==> config.mk <==
export PLATFORM = sky130hd
export DESIGN_NAME = axi_lite_poll_master_flat
export DESIGN_NICKNAME = d
export VERILOG_FILES = /design/src/rtl/axi_poll_pkg.sv /design/src/rtl/axi_lite_poll_master_if.sv /design/src/rtl/axi_poll_fifo.sv /design/src/rtl/axi_lite_poll_master.sv /design/src/flat_wrapper.sv
export SDC_FILE = /design/constraint.sdc
export NUM_CORES = 1
export LEC_CHECK = 0
export ABC_CLOCK_PERIOD_IN_PS = 2000
export CORE_MARGIN = 8
export CORE_UTILIZATION = 55
export CTS_CLUSTER_DIAMETER = 100
export DETAILED_ROUTE_END_ITERATION = 10
export DONT_BUFFER_PORTS = 1
export PLACE_DENSITY = 0.73
export SETUP_SLACK_MARGIN = 0.02
export SLEW_MARGIN = 25
export SYNTH_ARGS = -nofsm -noshare
export SYNTH_HDL_FRONTEND = slang
export SYNTH_SLANG_ARGS = --single-unit
==> constraint.sdc <==
create_clock -name m00_axi_aclk -period 2 [get_ports m00_axi_aclk]
set_input_delay 0.3 -clock m00_axi_aclk [delete_from_list [all_inputs] [get_ports m00_axi_aclk]]
set_output_delay 0.3 -clock m00_axi_aclk [all_outputs]
set_load 0.01 [all_outputs]
==> src/rtl/axi_poll_pkg.sv <==
// Shared constants, FSM encoding and helpers for the AXI4-Lite poll master.
package axi_poll_pkg;

  localparam logic [1:0] RESP_OKAY   = 2'b00;
  localparam logic [1:0] RESP_SLVERR = 2'b10;
  localparam logic [1:0] RESP_DECERR = 2'b11;

  typedef enum logic [1:0] {
    IDLE = 2'b00,
    ADDR = 2'b01,
    DATA = 2'b10
  } poll_state_t;

  function automatic logic [15:0] sat_inc16(input logic [15:0] v);
    return (v == 16'hFFFF) ? v : v + 16'd1;
  endfunction

endpackage

==> src/rtl/axi_lite_poll_master_if.sv <==
// AXI4-Lite read channels plus the outgoing valid/ready stream of the poll master.
interface axi_lite_poll_master_if #(
  parameter int DW = 32,
  parameter int AW = 4
);
  logic [AW-1:0] araddr;
  logic [2:0]    arprot;
  logic          arvalid;
  logic          arready;
  logic [DW-1:0] rdata;
  logic [1:0]    rresp;
  logic          rvalid;
  logic          rready;
  logic [DW-1:0] out_tdata;
  logic          out_tuser;
  logic          out_tvalid;
  logic          out_tready;

  modport master (
    output araddr, arprot, arvalid, rready, out_tdata, out_tuser, out_tvalid,
    input  arready, rdata, rresp, rvalid, out_tready
  );

  modport slave (
    input  araddr, arprot, arvalid, rready, out_tdata, out_tuser, out_tvalid,
    output arready, rdata, rresp, rvalid, out_tready
  );
endinterface

==> src/rtl/axi_poll_fifo.sv <==
// Synchronous FIFO (power-of-two depth) exposing its fill count for slot reservation.
module axi_poll_fifo #(
  parameter int WIDTH = 33,
  parameter int DEPTH = 4
) (
  input  logic                   clk,
  input  logic                   rst_n,
  input  logic                   i_push,
  input  logic [WIDTH-1:0]       i_data,
  input  logic                   i_pop,
  output logic [WIDTH-1:0]       o_data,
  output logic                   o_valid,
  output logic [$clog2(DEPTH):0] o_count
);
  localparam int AW = $clog2(DEPTH);
  localparam int CW = AW + 1;

  logic [WIDTH-1:0] r_mem [DEPTH];
  logic [AW-1:0]    r_wr_ptr, r_rd_ptr;
  logic [CW-1:0]    r_count;
  logic             w_full, w_do_push, w_do_pop;

  assign w_full    = (r_count == CW'(DEPTH));
  assign w_do_pop  = i_pop && (r_count != '0);
  assign w_do_push = i_push && (!w_full || w_do_pop);

  always_ff @(posedge clk or negedge rst_n) begin
    if (!rst_n) begin
      // NOTE: the storage is reset because the head entry drives the output bus, which must read 0 out of reset.
      for (int i = 0; i < DEPTH; i++) r_mem[i] <= '0;
      r_wr_ptr <= '0;
      r_rd_ptr <= '0;
      r_count  <= '0;
    end else begin
      if (w_do_push) begin
        r_mem[r_wr_ptr] <= i_data;
        r_wr_ptr        <= r_wr_ptr + 1'b1;
      end
      if (w_do_pop) r_rd_ptr <= r_rd_ptr + 1'b1;
      case ({w_do_push, w_do_pop})
        2'b10:   r_count <= r_count + 1'b1;
        2'b01:   r_count <= r_count - 1'b1;
        default: r_count <= r_count;
      endcase
    end
  end

  assign o_data  = r_mem[r_rd_ptr];
  assign o_valid = (r_count != '0);
  assign o_count = r_count;

endmodule

==> src/rtl/axi_lite_poll_master.sv <==
// AXI4-Lite read-only master polling one register every POLL_PERIOD cycles into a stream FIFO.
// Define POLL_CHECK_EN to compare OKAY responses against EXPECTED_VALUE and count mismatches.
module axi_lite_poll_master
  import axi_poll_pkg::*;
#(
  parameter int                              C_M00_AXI_DATA_WIDTH = 32,
  parameter int                              C_M00_AXI_ADDR_WIDTH = 4,
  parameter logic [C_M00_AXI_ADDR_WIDTH-1:0] POLL_ADDR            = '0,
  parameter int                              POLL_PERIOD          = 1000,
  parameter int                              FIFO_DEPTH           = 4
`ifdef POLL_CHECK_EN
  ,
  parameter logic [C_M00_AXI_DATA_WIDTH-1:0] EXPECTED_VALUE = C_M00_AXI_DATA_WIDTH'(32'h0012_3456)
`endif
) (
  input  logic                   m00_axi_aclk,
  input  logic                   m00_axi_aresetn,
  input  logic                   poll_en,
  axi_lite_poll_master_if.master m00_axi,
  output logic [15:0]            drop_cnt,
  output logic [15:0]            err_cnt
);
  localparam int DW = C_M00_AXI_DATA_WIDTH;
  localparam int TW = $clog2(POLL_PERIOD);
  localparam int CW = $clog2(FIFO_DEPTH) + 1;

  logic [TW-1:0] r_timer;
  poll_state_t   r_state, w_state_nxt;
  logic [15:0]   r_drop_cnt;
  logic          w_tick, w_slot_free, w_issue, w_drop, w_push, w_pop, w_resp_err;
  logic          w_arvalid, w_rready, w_head_valid;
  logic [CW-1:0] w_fifo_count;
  logic [DW:0]   w_head;

  assign w_tick = poll_en && (r_timer == TW'(POLL_PERIOD - 1));

  always_ff @(posedge m00_axi_aclk or negedge m00_axi_aresetn) begin
    if (!m00_axi_aresetn) begin
      r_timer <= '0;
    end else if (!poll_en || w_tick) begin
      // NOTE: registers use <= so every flop samples pre-edge values regardless of process order.
      r_timer <= '0;
    end else begin
      r_timer <= r_timer + 1'b1;
    end
  end

  // Only one read is ever outstanding, so in IDLE no slot is reserved yet.
  assign w_slot_free = (w_fifo_count < CW'(FIFO_DEPTH));
  assign w_issue     = w_tick && (r_state == IDLE) && w_slot_free;
  assign w_drop      = w_tick && !w_issue;
  assign w_push      = (r_state == DATA) && m00_axi.rvalid;
  assign w_resp_err  = (m00_axi.rresp == RESP_SLVERR) || (m00_axi.rresp == RESP_DECERR);

  always_ff @(posedge m00_axi_aclk or negedge m00_axi_aresetn) begin
    if (!m00_axi_aresetn) r_state <= IDLE;
    else                  r_state <= w_state_nxt;
  end

  always_comb begin
    // NOTE: defaults first so every path assigns every output and no latch is inferred.
    w_state_nxt = r_state;
    w_arvalid   = 1'b0;
    w_rready    = 1'b0;
    unique case (r_state)
      IDLE: if (w_issue) w_state_nxt = ADDR;
      ADDR: begin
        w_arvalid = 1'b1;
        if (m00_axi.arready) w_state_nxt = DATA;
      end
      DATA: begin
        w_rready = 1'b1;
        if (m00_axi.rvalid) w_state_nxt = IDLE;
      end
      default: w_state_nxt = IDLE;
    endcase
  end

  assign m00_axi.araddr  = POLL_ADDR;
  assign m00_axi.arprot  = 3'b000;
  assign m00_axi.arvalid = w_arvalid;
  assign m00_axi.rready  = w_rready;

  assign w_pop = w_head_valid && m00_axi.out_tready;

  axi_poll_fifo #(.WIDTH(DW + 1), .DEPTH(FIFO_DEPTH)) u_fifo (
    .clk     (m00_axi_aclk),
    .rst_n   (m00_axi_aresetn),
    .i_push  (w_push),
    .i_data  ({w_resp_err, m00_axi.rdata}),
    .i_pop   (w_pop),
    .o_data  (w_head),
    .o_valid (w_head_valid),
    .o_count (w_fifo_count)
  );

  assign m00_axi.out_tdata  = w_head[DW-1:0];
  assign m00_axi.out_tuser  = w_head[DW];
  assign m00_axi.out_tvalid = w_head_valid;

  always_ff @(posedge m00_axi_aclk or negedge m00_axi_aresetn) begin
    if (!m00_axi_aresetn) r_drop_cnt <= '0;
    else if (w_drop)      r_drop_cnt <= sat_inc16(r_drop_cnt);
  end

  assign drop_cnt = r_drop_cnt;

`ifdef POLL_CHECK_EN
  logic [15:0] r_err_cnt;
  logic        w_mismatch;

  assign w_mismatch = w_push && (m00_axi.rresp == RESP_OKAY) && (m00_axi.rdata != EXPECTED_VALUE);

  always_ff @(posedge m00_axi_aclk or negedge m00_axi_aresetn) begin
    if (!m00_axi_aresetn) r_err_cnt <= '0;
    else if (w_mismatch)  r_err_cnt <= sat_inc16(r_err_cnt);
  end

  assign err_cnt = r_err_cnt;
`else
  assign err_cnt = '0;
`endif

endmodule
==> src/flat_wrapper.sv <==
// flat-port wrapper written by rule: the top's interface ports become plain ports
module axi_lite_poll_master_flat import axi_poll_pkg::*;
#(
  parameter int                              C_M00_AXI_DATA_WIDTH = 32,
  parameter int                              C_M00_AXI_ADDR_WIDTH = 4,
  parameter logic [C_M00_AXI_ADDR_WIDTH-1:0] POLL_ADDR            = '0,
  parameter int                              POLL_PERIOD          = 1000,
  parameter int                              FIFO_DEPTH           = 4

)
  (m00_axi_aclk, m00_axi_aresetn, poll_en, drop_cnt, err_cnt, m00_axi_araddr, m00_axi_arprot, m00_axi_arvalid, m00_axi_rready, m00_axi_out_tdata, m00_axi_out_tuser, m00_axi_out_tvalid, m00_axi_arready, m00_axi_rdata, m00_axi_rresp, m00_axi_rvalid, m00_axi_out_tready);
  axi_lite_poll_master_if m00_axi_i ();
  input  logic m00_axi_aclk;
  input  logic m00_axi_aresetn;
  input  logic poll_en;
  output logic [15:0] drop_cnt;
  output logic [15:0] err_cnt;
  output wire logic [$bits(m00_axi_i.araddr)-1:0] m00_axi_araddr;
  output wire logic [$bits(m00_axi_i.arprot)-1:0] m00_axi_arprot;
  output wire logic [$bits(m00_axi_i.arvalid)-1:0] m00_axi_arvalid;
  output wire logic [$bits(m00_axi_i.rready)-1:0] m00_axi_rready;
  output wire logic [$bits(m00_axi_i.out_tdata)-1:0] m00_axi_out_tdata;
  output wire logic [$bits(m00_axi_i.out_tuser)-1:0] m00_axi_out_tuser;
  output wire logic [$bits(m00_axi_i.out_tvalid)-1:0] m00_axi_out_tvalid;
  input wire logic [$bits(m00_axi_i.arready)-1:0] m00_axi_arready;
  input wire logic [$bits(m00_axi_i.rdata)-1:0] m00_axi_rdata;
  input wire logic [$bits(m00_axi_i.rresp)-1:0] m00_axi_rresp;
  input wire logic [$bits(m00_axi_i.rvalid)-1:0] m00_axi_rvalid;
  input wire logic [$bits(m00_axi_i.out_tready)-1:0] m00_axi_out_tready;
  assign m00_axi_araddr = m00_axi_i.araddr;
  assign m00_axi_arprot = m00_axi_i.arprot;
  assign m00_axi_arvalid = m00_axi_i.arvalid;
  assign m00_axi_rready = m00_axi_i.rready;
  assign m00_axi_out_tdata = m00_axi_i.out_tdata;
  assign m00_axi_out_tuser = m00_axi_i.out_tuser;
  assign m00_axi_out_tvalid = m00_axi_i.out_tvalid;
  assign m00_axi_i.arready = m00_axi_arready;
  assign m00_axi_i.rdata = m00_axi_rdata;
  assign m00_axi_i.rresp = m00_axi_rresp;
  assign m00_axi_i.rvalid = m00_axi_rvalid;
  assign m00_axi_i.out_tready = m00_axi_out_tready;
  axi_lite_poll_master #(.C_M00_AXI_DATA_WIDTH(C_M00_AXI_DATA_WIDTH), .C_M00_AXI_ADDR_WIDTH(C_M00_AXI_ADDR_WIDTH), .POLL_ADDR(POLL_ADDR), .POLL_PERIOD(POLL_PERIOD), .FIFO_DEPTH(FIFO_DEPTH)) u_core (.m00_axi_aclk(m00_axi_aclk), .m00_axi_aresetn(m00_axi_aresetn), .poll_en(poll_en), .m00_axi(m00_axi_i), .drop_cnt(drop_cnt), .err_cnt(err_cnt));
endmodule
## Word level (Yosys, flattened, before mapping)

Cells that the tools add are included.

- Bits in registers: 167
- Output and inout port bits: 75
- Logic and storage cells: 69
- Bits of input ports: 40

- Bitwise logic cells: 3
- Eq/ne operators: 12
- $lt $le $gt $ge: 4
- Reductions and logical operators: 20
- Add/subtract/negate cells: 6
- Multiplexer cells: 14

Operators by type and width:

| kind | number |
|---|---|
| 132-bit bitwise mux | 1 |
| 33-bit two-way mux | 3 |
| 33-bit binary-select mux with 2-bit select | 1 |
| 33-bit demux with 2-bit select | 1 |
| 16-bit by 1-bit adder with 16-bit output (second input constant) | 1 |
| 16-bit == test (second input constant) | 1 |
| 10-bit by 1-bit adder with 10-bit output (second input constant) | 1 |
| 10-bit == test (second input constant) | 1 |
| 10-bit two-way mux | 1 |
| 1-bit logical AND | 9 |
| 2-bit == test (second input constant) | 4 |
| 3-bit >= comparator (second input constant) | 2 |
| 2-bit two-way mux | 3 |
| 2-bit NOT with 3-bit output | 2 |
| 2-bit case mux with 3 select lines | 1 |
| 3-bit case mux with 2 select lines | 1 |
| 2-bit by 1-bit adder with 2-bit output (second input constant) | 2 |
| 2-bit by 1-bit == test with 1-bit output (second input constant) | 2 |
| 2-bit inequality test (second input constant) | 2 |
| 3-bit by 1-bit adder with 3-bit output (second input constant) | 1 |
| 3-bit == test (second input constant) | 1 |
| 1-bit zero test | 3 |
| 1-bit logical OR | 3 |
| 3-bit by 1-bit < comparator with 1-bit output (second input constant) | 1 |
| 10 further kinds | 11 |

## Depth between registers and ports, before layout

Gate-level depths: netlist of the first run.

- Depth in word-level cells: 7
- Mapped depth: 8
- Mapped depth without buffers: 8

## Modules after synthesis

Synthesis of the first run repeated with hierarchy kept, for this count alone.

- Cells, all modules: 509
- Area total of the unflattened synthesis: 7707.4 µm²

Modules (own cells, without submodules):

| module | sequential area each (µm²) | cells each | instances | area an instance (µm²) |
|---|---|---|---|---|
| axi_poll_fifo | 3478.3 | 357 | 1 | 6145.9 |
| axi_lite_poll_master | 700.7 | 152 | 1 | 1561.5 |

## Worst setup path after synthesis of the first run

OpenSTA, ideal clock, no wires.

- Kind: register -> register
- Start: reg u_core.u_fifo.r_count[0] (netlist: u_core.u_fifo.o_count[0])
- End: reg u_core.u_fifo.r_mem[101] (netlist name)
- Library setup time: 0.128 ns
- Required time: 1.872 ns
- Path buffers: 2
- Clock period less this slack: 1.972 ns
- Setup slack: 0.028 ns
- Cell stages (with the launch flop): 7
- Data arrival time: 1.844 ns
- Cells stage by stage: dfrtp_1 > or4b_1 > and3_1 > buf_2 > nand2_2 > buf_4 > mux2_1

- Longest elaborated chain between the ends: 5
- Elaborated cells between the ends (all ways): 7
- Classes of those cells: 1 x eq/ne; 6 x reduce/logical

Ends and longest elaborated chain:

| what | RTL line | source |
|---|---|---|
| from (decl) | axi_poll_fifo.sv:20 | `logic [CW-1:0] r_count;` |
| from (signal assigned) | axi_poll_fifo.sv:41 | `2'b10: r_count <= r_count + 1'b1;` |
| from (signal assigned) | axi_poll_fifo.sv:42 | `2'b01: r_count <= r_count - 1'b1;` |
| from (signal assigned) | axi_poll_fifo.sv:43 | `default: r_count <= r_count;` |
| 3-bit nonzero test | axi_poll_fifo.sv:24, axi_poll_fifo.sv:49 |  |
| 1-bit logical AND | axi_lite_poll_master.sv:84 | `assign w_pop = w_head_valid && m00_axi.out_tready;` |
| 1-bit logical AND | axi_poll_fifo.sv:24 | `assign w_do_pop = i_pop && (r_count != '0);` |
| 1-bit logical OR * | axi_poll_fifo.sv:25 | `assign w_do_push = i_push && (!w_full \|\| w_do_pop);` |
| 1-bit logical AND * | axi_poll_fifo.sv:25 |  |
| to (signal, indexed assignment) | axi_poll_fifo.sv:36 | `r_mem[r_wr_ptr] <= i_data;` |
| to (decl) | axi_poll_fifo.sv:18 | `logic [WIDTH-1:0] r_mem [DEPTH];` |

Every way passes the cells marked *; elsewhere a longest branch is shown, timed or not.
A chain may end at the register's enable or synchronous reset.

## Final worst setup path of the first run

- Start: reg u_core.r_timer[0]
- End: reg u_core.r_drop_cnt[11] (netlist: u_core.drop_cnt[11])

- Longest elaborated chain between the ends: 7

Ends and longest elaborated chain:

| what | RTL line | source |
|---|---|---|
| from (decl) | axi_lite_poll_master.sv:27 | `logic [TW-1:0] r_timer;` |
| from (signal assigned) | axi_lite_poll_master.sv:44 | `r_timer <= r_timer + 1'b1;` |
| 10-bit == test * | axi_lite_poll_master.sv:35 | `assign w_tick = poll_en && (r_timer == TW'(POLL_PERIOD - 1));` |
| 1-bit logical AND * | axi_lite_poll_master.sv:35 |  |
| 1-bit logical AND (2 in series) | axi_lite_poll_master.sv:50 | `assign w_issue = w_tick && (r_state == IDLE) && w_slot_free;` |
| 1-bit zero test | axi_lite_poll_master.sv:51 | `assign w_drop = w_tick && !w_issue;` |
| 1-bit logical AND * | axi_lite_poll_master.sv:51 |  |
| 2-bit AND reduction (no line) * | -- |  |
| to (signal assigned) | axi_lite_poll_master.sv:103 | `else if (w_drop) r_drop_cnt <= sat_inc16(r_drop_cnt);` |
| to (decl) | axi_lite_poll_master.sv:29 | `logic [15:0] r_drop_cnt;` |

Marks and branches as above.

==> results of run 1 <==
==> report_power, final <==
group / internal (W) / switching, W
clock: 0.00176 / 0.00135
sequential: 0.00355 / 0.000137
combinational: 0.000814 / 0.000720
==> per-layer routing <==
layer | GRT usage | vias up | routed length, um
met5 | 0 | - | 0
met4 | 0.0561 | 0 | 194
met3 | 0.0610 | 16 | 726
met2 | 0.300 | 89 | 7840
met1 | 0.233 | 2279 | 6730
li1 | - | 1929 | -
==> cells by family (layout without fill, tap and decap cells) <==
group / Yosys count / after routing / synth area share
other: 1 / 23 / 0.000495
adder cells (fa/ha/maj): 7 / 7 / 0.0125
AO/OA/AOI/OAI: 9 / 10 / 0.0112
AND/OR/NAND/NOR: 70 / 70 / 0.0503
flip-flops: 167 / 167 / 0.551
multiplexers: 167 / 167 / 0.297
XOR/XNOR: 28 / 28 / 0.0324
buffers and inverters: 54 / 124 / 0.0447
==> cell type report <==
type                            instances  area share
Timing Repair Buffer                   82      0.0977
Inverter                               10     0.00413
Sequential cell                       167       0.460
Tap cell                              180      0.0248
Clock inverter                         13      0.0138
Clock buffer                           19      0.0487
Multi-Input combinational cell        305       0.351
==> stage by stage <==
| step | area [um^2] | cells | setup TNS, ps | setup slack (ps) |
|---|---|---|---|---|
| 2_1_floorplan | 7660 | 525 | 0 | 28.2 |
| 3_3_place_gp | 8000 | 699 | 0 | 14.7 |
| 3_5_place_dp | 8000 | 699 | -25.2 | -17.3 |
| 4_1_cts | 9000 | 769 | -121 | -17.7 |
| 5_1_grt | 9090 | 776 | -741 | -85.1 |
| 6_report | 9090 | 776 | 0 | 7.48 |
==> worst paths after layout <==
check                                   from                        to  slack, ps  cells after the start
setup / recovery           u_core.r_timer[0]       u_core.drop_cnt[11]          7                      7
hold / removal               m00_axi_aresetn   u_core.u_fifo.r_mem[93]       -430                      0
setup reg to reg           u_core.r_timer[0]       u_core.drop_cnt[11]          7                      7
hold reg to reg            u_core.r_state[1]         u_core.r_state[0]        480                      1
max in group asynchronous    m00_axi_aresetn        u_core.drop_cnt[7]       2230                      0
min in group m00_axi_aclk  m00_axi_rdata[12]  u_core.u_fifo.r_mem[111]         20                      1
==> placed cells by master (no fill, tap or decap), types with 3 or more instances in the layout <==
cell type and count:
xnor2_1 22, buf_4 31, clkinv_4 4, clkinvlp_4 5, mux2_1 133, nor2_1 15, mux4_2 33, and3_1 4
dlygate4sd3_1 38, nand2_2 6, nand2_1 10, inv_1 10, nand4_1 6, nand3_1 10, nor3_1 3, buf_12 11
clkbuf_16 17, xor2_1 6, dfrtp_1 165, ha_1 5, conb_1 23, a21oi_1 3
==> repair_timing <==
item | CTS | global route
buffers inserted | 1 | 3
pin swaps | 1 | 5
gates resized for setup | 4 | 7
gates cloned | 2 | 1
endpoints found under the setup margin | 111 | 42
hold endpoints to repair | 289 | 170
hold buffers | 35 | 3
==> registers in the layout, indices dropped and copies added, names as in the netlist <==
register / flops
u_core.u_fifo.r_mem: 132
u_core.drop_cnt: 16
u_core.r_timer: 10
u_core.u_fifo.o_count: 3
u_core.r_state: 2
u_core.u_fifo.r_rd_ptr: 2
u_core.u_fifo.r_wr_ptr: 2
==> synth_stat cells (all sizes together) <==
master   instances  area (um^2)
a2111oi          1         27.5
a21oi            5         36.3
o31ai            1         7.51
mux2           133         1500
and2             2         12.5
conb             1         3.75
mux4            33          743
nand2           16         72.6
nand4bb          1         11.3
and3             5         31.3
o21ai            1         5.00
mux2i            1         10.0
or3              1         6.26
or4              2         22.5
a22o             1         8.76
buf             39          283
clkbuf           5         18.8
or4b             1         10.0
fa               1         20.0
xor2             6         52.6
nor3b            1         7.51
nand3           11         55.1
ha               6         75.1
dfrtp          167         4180
nor2b            2         12.5
nor4             3         25.0
nand4            6         37.5
xnor2           22          193
nand2b           1         6.26
nor2            15         56.3
nor3             3         15.0
inv             10         37.5
==> summary.md, run 1 <==
| Metric | Value |
|---|---|
| Worst Hold Class | `input pin to asynchronous set/reset pin` |
| PortBufs | `0` |
| WP data required | `2310 ps` |
| Largest net degree at the start of global routing | `168` |
| Type of origin of the critical path | `flop` |
| FMAX | `0.502 GHz` |
| Final Hold Viols | `167` |
| Overall Global Routing Usage | `0.186` |
| Crit-path max cell delay | `530 ps` |
| WL per Instance | `20.0 um` |
| Seq/Total Area, Yosys | `0.551` |
| H-tree levels | `4` |
| Critical setup path kind | `flop to flop` |
| Hold_ws | `-429 ps` |
| Multi-input logic area | `3190 um^2` |
| Slew Viols, Final | `0` |
| WP buf/inv | `1` |
| Initial antenna violation count | `0` |
| Core Util, Final | `0.665` |
| Max Cap Viol | `0` |
| DRT iter0 DRCs | `197` |
| Detailed Place HPWL | `9810 um` |
| Vias | `approximately 4300` |
| Clock-pin slew on the worst setup and hold paths | `60 ps` |
| Pwr dens | `915 nW/um^2` |
| Fill cells | `995` |
| Failing checks | `hold timing` |
| Drt pass-1 iters | `4` |
| Worst slew pin tran | `around 530 ps` |
| Status | `finished, violations left` |
| RSZ-0062 raised after global routing | `true` |
| Core ar. | `13700 um^2` |
| Starting Density | `0.555` |
| Worst skew pair latency | `420 ps` |
| Top Ports | `115` |
| Num rows | `43` |
| Cell Area, Synth | `about 7600 um^2` |
| Clock Sinks | `167` |
| GRT overflow | `0` |
| Endpoints failing setup | `0` |
| Syn. warnings | `0` |
| Ordered cell list for the critical path | `ha_2 -> nand2_2 -> or4_4 -> a2111oi_4 -> buf_4 -> nand4_1 -> xnor2_1` |
| Post-synthesis cell type count | `36` |
| P_leak | `4.52 nW` |
| Syn Area/Cell | `15.1 um^2` |
| CTS tree | `done` |
| WL final | `15500 um` |
| Nets | `630` |
| Sequential Area | `about 4200 um^2` |
| N_diodes | `0` |
| Die width | `133 um` |
| DR DRC count | `0` |
| Total CTS buffers | `17` |
| First-pass GRT wire length | `25900 um` |
| Vias per std cell | `5.56` |
| Root buf cell | `clkbuf_16` |
| Clock Tree Buf Depth | `2` |
| Min Tclk post-route | `1990 ps` |
| Final Skew | `4.63 ps` |
| Antenna Violating Nets Remaining | `0` |
| Die height | `133 um` |
| Highest-delay cell along the critical path | `or4_4` |
| Arr. time, crit path | `roughly 2300 ps` |
| Layout cells sized above 1 | `0.215` |
| CP Max Fanout | `5` |
| Max IR drop VDD | `slightly above 0.5 mV` |
| Die area | `17800 um^2` |
| Cell family with most CP delay | `simple AND/OR/NAND/NOR gates` |
| GPL Wtd Cong | `0.787` |
| Max transition margin | `0.644` |
| Synth Register Bits | `167` |
| Vias in the first global route | `4802` |
| Syn Inst Count | `503` |
| Synthesis-to-finish area growth | `19.9%` |
| CP endpoint kind | `flop` |
| Pwr Total | `0.00832 W` |
| Final Cycle Share | `0.996` |
(Power assumes the default switching activity.)
==> run 2: changes to the inputs <==
Settings changed: CORE_UTILIZATION 55 to 57, PLACE_DENSITY 0.73 to 0.75.
==> run 2 against run 1 <==
Effect of this change: the flow still finishes with violations (hold timing); routed wire length rose by 2.2%; critical path depth fell by 4; final area rose by 1.2%; die area fell by 3.1%; worst setup slack improved by 31 ps; count of clock-buffer cells in the layout rose by 5; sequential cell count did not move; critical path type is now flop to primary output; critical endpoint is now m00_axi_out_tdata[30]; largest power group unchanged; highest routed layer unchanged.
==> summary.md, run 2 (synthesis gave the netlist of run 1 again) <==
| Metric | Value |
|---|---|
| Status | `finished, violations left` |
| Failing checks | `hold timing` |
| WP data required | `roughly 1700 ps` |
| Vias in the first global route | `4879` |
| Worst Hold Class | `input pin to asynchronous set/reset pin` |
| Worst slew pin tran | `511 ps` |
| Die area | `17200 um^2` |
| Synthesis-to-finish area growth | `21.3%` |
| Internal | `0.00660 W` |
| Clock-pin slew on the worst setup and hold paths | `60 ps` |
| Antenna Violating Nets Remaining | `0` |
| H-tree levels | `4` |
| Placed cell area | `roughly 8000 um^2` |
| CP Max Fanout | `8` |
| Crit-path max cell delay | `550 ps` |
| Root buf cell | `clkbuf_16` |
| Final Skew | `~7 ps` |
| Hold_ws | `-429 ps` |
| First-pass GRT wire length | `between 20000 and 30000 um` |
| P_leak | `between 4 and 5 nW` |
| PortBufs | `0` |
| Design Area, Final | `9200 um^2` |
| WP buf/inv | `2` |
| Worst skew pair latency | `420 ps` |
| Core Util, Final | `0.700` |
| GRT overflow | `0` |
| Most frequent cells in the layout | `165 x dfrtp_1, 133 x mux2_1, 33 x mux4_2, 32 x dlygate4sd3_1, 32 x buf_4` |
| Starting Density | `0.577` |
| R2r setup slk | `50 ps` |
| Flop pwr share | `0.417` |
| Final Cycle Share | `0.981` |
| Pwr dens | `~950 nW/um^2` |
| Max reg flops | `132` |
| Highest-delay cell along the critical path | `mux4_2` |
| Max Cap Viol | `0` |
| DRT iter0 DRCs | `243` |
| Critical Path Sink | `m00_axi_out_tdata[30]` |
| Core ar. | `between 10000 and 15000 um^2` |
| Largest net degree at the start of global routing | `168` |
| Total CTS buffers | `17` |
| Capturing point of the worst reg2reg path | `u_core.u_fifo.r_mem[63]` |
| Ordered cell list for the critical path | `buf_8 -> buf_16 -> mux4_2` |
| Hold_buf cts | `32` |
| RR Startpoint | `u_core.u_fifo.o_count[0]` |
| Initial antenna violation count | `0` |
| Type of origin of the critical path | `flop` |
| Die width | `131 um` |
| Switching part of the total power | `0.245` |
| Crit. Startpoint | `u_core.u_fifo.r_rd_ptr[0]` |
| RSZ-0062 raised after global routing | `true` |
| Clock Tree Buf Depth | `2` |
| R2R cell count | `5` |
| Clock Sinks | `approximately 170` |
| Cell count along the critical path | `3` |
| FMAX | `0.510 GHz` |
| Comb pwr share | `0.192` |
| Arr. time, crit path | `1660 ps` |
| Fin Setup TNS | `0 ps` |
| WL final | `about 16000 um` |
| Detailed Place HPWL | `around 10000 um` |
| Slew Viols, Final | `0` |
| Vias per std cell | `5.61` |
| Most flop-heavy register | `u_core.u_fifo.r_mem` |
| Die height | `131 um` |
| Max IR drop VDD | `0.649 mV` |
| Cell family with most CP delay | `multiplexers` |
| CTS tree | `done` |
| Fill cells | `858` |
| Max transition margin | `0.657` |
| Sw power | `0.00214 W` |
| Min Tclk post-route | `1960 ps` |
| Critical setup path kind | `flop to primary output` |
| Commonest non-fill, non-tap cell in the layout | `dfrtp_1` |
| CP endpoint kind | `primary output` |
| WL per Instance | `20.5 um` |
| GPL Wtd Cong | `roughly 0.81` |
| Drt pass-1 iters | `4` |
| Top Ports | `115` |
| Overall Global Routing Usage | `0.192` |
| Power share of the clock group | `0.391` |
| Final Hold Viols | `167` |
| Endpoints failing setup | `0` |
| N_diodes | `0` |
| Nets | `629` |
| Num rows | `42` |
| Layout cells sized above 1 | `0.220` |
| Vias | `4326` |
| DR DRC count | `0` |
## run 2: cell count changes in the layout (fill, tap and decap cells not counted), sizes merged
cell	delta
clkinv	-2
dlygate4sd3	-6
inv	-2
buf	+3
clkinvlp	-4
bufinv	+3
clkbuf	+7
## run 2: routing by layer
| layer | global-route usage | share of wire |
|---|---|---|
| met1 | 0.243 | 0.43 |
| met2 | 0.316 | 0.51 |
| met3 | 0.0469 | 0.044 |
| met4 | 0.0657 | 0.013 |
| met5 | 0 | 0 |
## run 2: metrics by stage
step | total power (W) | setup WS (ps) | instances
floorplan | 0.00465 | 28.2 | 525
global placement | 0.00495 | 17.3 | 695
detailed placement | 0.00501 | -45.7 | 695
CTS | 0.00874 | 11.6 | 767
global route | 0.00911 | -44.9 | 771
finish | 0.00875 | 38.2 | 771
## run 2: worst min-delay path by stage
stage,endpoint,start,slack [ps],depth (start not counted)
global route,u_core.u_fifo.r_mem[128],m00_axi_aresetn,-450,0
floorplan,u_core.drop_cnt[0],m00_axi_aresetn,4,0
CTS,u_core.u_fifo.r_mem[62],m00_axi_aresetn,-450,0
detailed placement,u_core.u_fifo.r_mem[62],m00_axi_aresetn,10,0
global placement,u_core.u_fifo.r_mem[126],m00_axi_aresetn,10,0
finish,u_core.u_fifo.r_mem[128],m00_axi_aresetn,-430,0
## run 2: final cells by class
type | instances | area (um^2) | area share
tap | 176 | 220 | 0.0239
timing repair buffer | 81 | 906 | 0.0985
clock buffer | 24 | 472 | 0.0513
sequential | 167 | 4180 | 0.455
multi-input combinational | 305 | 3230 | 0.352
inverter | 10 | 37.5 | 0.00408
clock inverter | 8 | 146 | 0.0159
## run 2: timing repair
item	in CTS	in global routing
endpoints found under the setup margin	137	53
hold endpoints to repair	271	167
resized for setup	9	19
buffers inserted	4	2
pin swaps	2	5
gates cloned	4	2
## run 2: worst reg2reg max path, stage by stage (launching register included)
cell and delay [ps]:
dfrtp_1 390, or4b_1 510, and3_4 240, nand2_2 130, buf_12 200, mux2_1 360
## run 2: power by group through the flow
| stage | clock network (W) | logic [W] | registers, W |
|---|---|---|---|
| final | 0.00342 | 0.00168 | 0.00364 |
| after global routing | 0.00364 | 0.00181 | 0.00366 |
| after CTS | 0.00349 | 0.00161 | 0.00364 |
| after detailed placement | 0 | 0.00130 | 0.00371 |
| after global placement | 0 | 0.00126 | 0.00369 |
| after floorplan | 0 | 0.000982 | 0.00367 |
==> run 3: changes to the inputs <==
Settings changed: SYNTH_HIERARCHICAL set to 1.
==> run 3 against run 2 <==
Effect of this change: the run ends with hold timing, setup timing left; total power shrank 7.6%; via count fell by 1.9%; critical path depth grew 7; final area shrank 0.94%; non-clock buffer count fell by 24; critical path type is now flop to flop; global-route usage decreased by 0.15 points.
==> summary.md, run 3 <==
| Metric | Value |
|---|---|
| Total CTS buffers | `17` |
| Final Skew | `6.19 ps` |
| Initial antenna violation count | `0` |
| Comb pwr share | `0.170` |
| Post-synthesis compound-gate area fraction | `0.0136` |
| Switching part of the total power | `0.249` |
| Nets | `611` |
| Syn Inst Count | `between 500 and 600` |
| Commonest non-fill, non-tap cell in the layout | `dfrtp_1` |
| Max reg flops | `around 130` |
| Final Hold Viols | `167` |
| Detailed Place HPWL | `a little over 10000 um` |
| RSZ-0062 raised after global routing | `true` |
| Worst skew pair latency | `roughly 420 ps` |
| Flop pwr share | `0.435` |
| Clock Sinks | `167` |
| Synth Register Bits | `167` |
| Primary FF master, synth | `dfrtp_1` |
| Synth Area in Simple Gates | `0.0581` |
| Most common cell in the netlist | `dfrtp_1` |
| Vias in the first global route | `4718` |
| Die width | `roughly 130 um` |
| Syn. warnings | `6` |
| Slew Viols, Final | `0` |
| Die height | `about 130 um` |
| Synth top area cells | `dfrtp_1 54%, mux2_2 19%, mux4_2 9.6%, buf_4 2.2%, xor2_1 1.8%` |
| N_diodes | `0` |
| Pwr Total | `~0.0081 W` |
| First-pass GRT wire length | `25900 um` |
| Max IR drop VDD | `0.597 mV` |
| Post-synthesis cell type count | `38` |
| Synthesis-to-finish area growth | `18.2%` |
| Largest family of logic cells by synthesized area | `multiplexers` |
| Status | `finished, violations left` |
| Starting Density | `0.582` |
| Final Cycle Share | `1.16` |
| Clock-pin slew on the worst setup and hold paths | `roughly 60 ps` |
| Adder-Cell Fraction of Synth Area | `0.0140` |
| DR DRC count | `0` |
| Layout cells sized above 1 | `0.483` |
| Capturing point of the worst reg2reg path | `u_core/u_fifo/o_count[2]` |
| Post-synthesis mux area share | `0.292` |
| RR Startpoint | `u_core/u_fifo/o_count[0]` |
| Fill cells | `895` |
| Yosys top cell by area | `dfrtp_1` |
| WP data required | `2300 ps` |
| Syn Area/Cell | `15.1 um^2` |
| CP Max Fanout | `2` |
| Max Cap Viol | `0` |
| Top Ports | `115` |
| Synth Area in XOR/XNOR | `0.0307` |
| Arr. time, crit path | `2620 ps` |
| Commonest cells in the synthesized netlist | `167 x dfrtp_1, 133 x mux2_2, 33 x mux4_2` |
| R2r setup slk | `-320 ps` |
| Die area | `17500 um^2` |
| CP endpoint kind | `flop` |
| Core ar. | `about 13000 um^2` |
| WL per Instance | `between 20 and 25 um` |
| GPL Wtd Cong | `0.752` |
| R2R cell count | `10` |
| Seq/Total Area, Yosys | `0.542` |
| Overall Global Routing Usage | `0.190` |
| GRT overflow | `0` |
| Most flop-heavy register | `u_core/u_fifo/r_mem` |
| Synth async-reset ratio | `1.00` |
| PortBufs | `0` |
| Hold_ws | `-424 ps` |
| Area share of the largest cell type after synthesis | `0.542` |
| Vias | `4244` |
| Setup ws final | `-318 ps` |
| CTS tree | `done` |
| Num rows | `42` |
| Count of flip-flops with a built-in enable after synthesis | `0` |
| Sw power | `between 0.002 and 0.0025 W` |
| Critical setup path kind | `flop to flop` |
| Clock Tree Buf Depth | `2` |
| H-tree levels | `4` |
| Failing checks | `hold timing, setup timing` |
| Root buf cell | `clkbuf_16` |
| FMAX | `0.431 GHz` |
| P_leak | `between 4 and 5 nW` |
| Type of origin of the critical path | `flop` |
| Min Tclk post-route | `2320 ps` |
| DRT iter0 DRCs | `196` |
| Pwr dens | `887 nW/um^2` |
| WL final | `16500 um` |
| Most frequent cells in the layout | `164 x dfrtp_1, 132 x mux2_2, 33 x mux4_2, 26 x buf_4, 23 x conb_1` |
| Power share of the clock group | `0.394` |
| Largest net degree at the start of global routing | `168` |
| Internal | `about 0.006 W` |
| Endpoints failing setup | `between 100 and 150` |
| Worst slack, placed | `-380 ps` |
| Cell Area, Synth | `7710 um^2` |
| Vias per std cell | `~5.7` |
| Drt pass-1 iters | `4` |
| Antenna Violating Nets Remaining | `0` |
| Worst Hold Class | `input pin to asynchronous set/reset pin` |
==> run 3: cell count changes in the layout (fill, tap and decap cells not counted), moves of 6 or more <==
cell	change
nand2_1	+7
mux2_1	-133
xnor2_1	-10
xor2_1	+9
buf_4	-6
mux2_2	+132
dlygate4sd3_1	-28
==> run 3: worst max path at each step <==
stage | start | endpoint | slack [ps] | cells after the start
2_1_floorplan | u_core/u_fifo/o_count[1] | u_core/u_fifo/o_count[2] | -570 | 10
3_3_place_gp | u_core/u_fifo/o_count[1] | u_core/u_fifo/o_count[2] | -300 | 10
3_5_place_dp | u_core/u_fifo/o_count[1] | u_core/u_fifo/o_count[2] | -380 | 10
4_1_cts | u_core/u_fifo/o_count[0] | u_core/u_fifo/o_count[2] | -310 | 10
5_1_grt | u_core/u_fifo/o_count[0] | u_core/u_fifo/o_count[2] | -380 | 10
6_report | u_core/u_fifo/o_count[0] | u_core/u_fifo/o_count[2] | -320 | 10
==> run 3: routing by layer <==
layer / track usage / up-vias / part of all wire
met5: 0 / - / 0
met4: 0.0549 / 0 / 0.013
met3: 0.0690 / 18 / 0.068
met2: 0.327 / 105 / 0.52
met1: 0.218 / 2223 / 0.40
li1: - / 1898 / -
==> run 3: layout make-up <==
cell class                 instances  area (um^2)  share of cell area
timing repair buffer              57          767              0.0842
multi-input combinational        312         3330               0.365
tap                              176          220              0.0242
clock buffer                      20          457              0.0501
clock inverter                    11          126              0.0139
inverter                           8         30.0             0.00330
sequential                       167         4180               0.459
==> run 3: cell families (layout without fill, tap and decap cells) <==
group | count (synthesis) | after routing
simple gates | 76 | 76
other cells | 1 | 23
buf+inv | 52 | 96
mux | 167 | 167
fa+ha+maj | 8 | 8
flops | 167 | 167
xor+xnor | 27 | 27
compound gates | 11 | 11
==> run 3: power by group through the flow <==
stage / combinational [W] / sequential [W] / clock (W)
after global placement: 0.00118 / 0.00354 / 0
after global routing: 0.00148 / 0.00352 / 0.00340
after detailed placement: 0.00120 / 0.00355 / 0
final: 0.00138 / 0.00352 / 0.00319
after CTS: 0.00127 / 0.00349 / 0.00326
after floorplan: 0.000864 / 0.00355 / 0
==> run 3: timing repair <==
action,in CTS,in global routing
hold buffers,1,3
resized for setup,15,10
setup endpoints to repair,134,160
cloned,5,5
buffers inserted,6,4
hold endpoints to repair,168,170
pin swaps,6,2
==> run 3: critical path, stage by stage, from the launching register on <==
cell and delay [ps]:
dfrtp_1 370, or3_4 390, and2_4 160, nor4b_4 220
nand2b_4 180, ha_4 130, inv_2 40, fa_2 320
xor2_1 170, nor2_1 70, xor2_1 150
==> run 3: per-stage QoR <==
stage	instance area [um^2]	cells	TNS (ps)	util
after detailed placement	8100	699	-10110	0.612
after global placement	8100	699	-1830	0.612
after CTS	8890	740	-7870	0.672
final	9110	751	-6620	0.688
after floorplan	7820	531	-11160	-
after global routing	9110	751	-15330	0.688
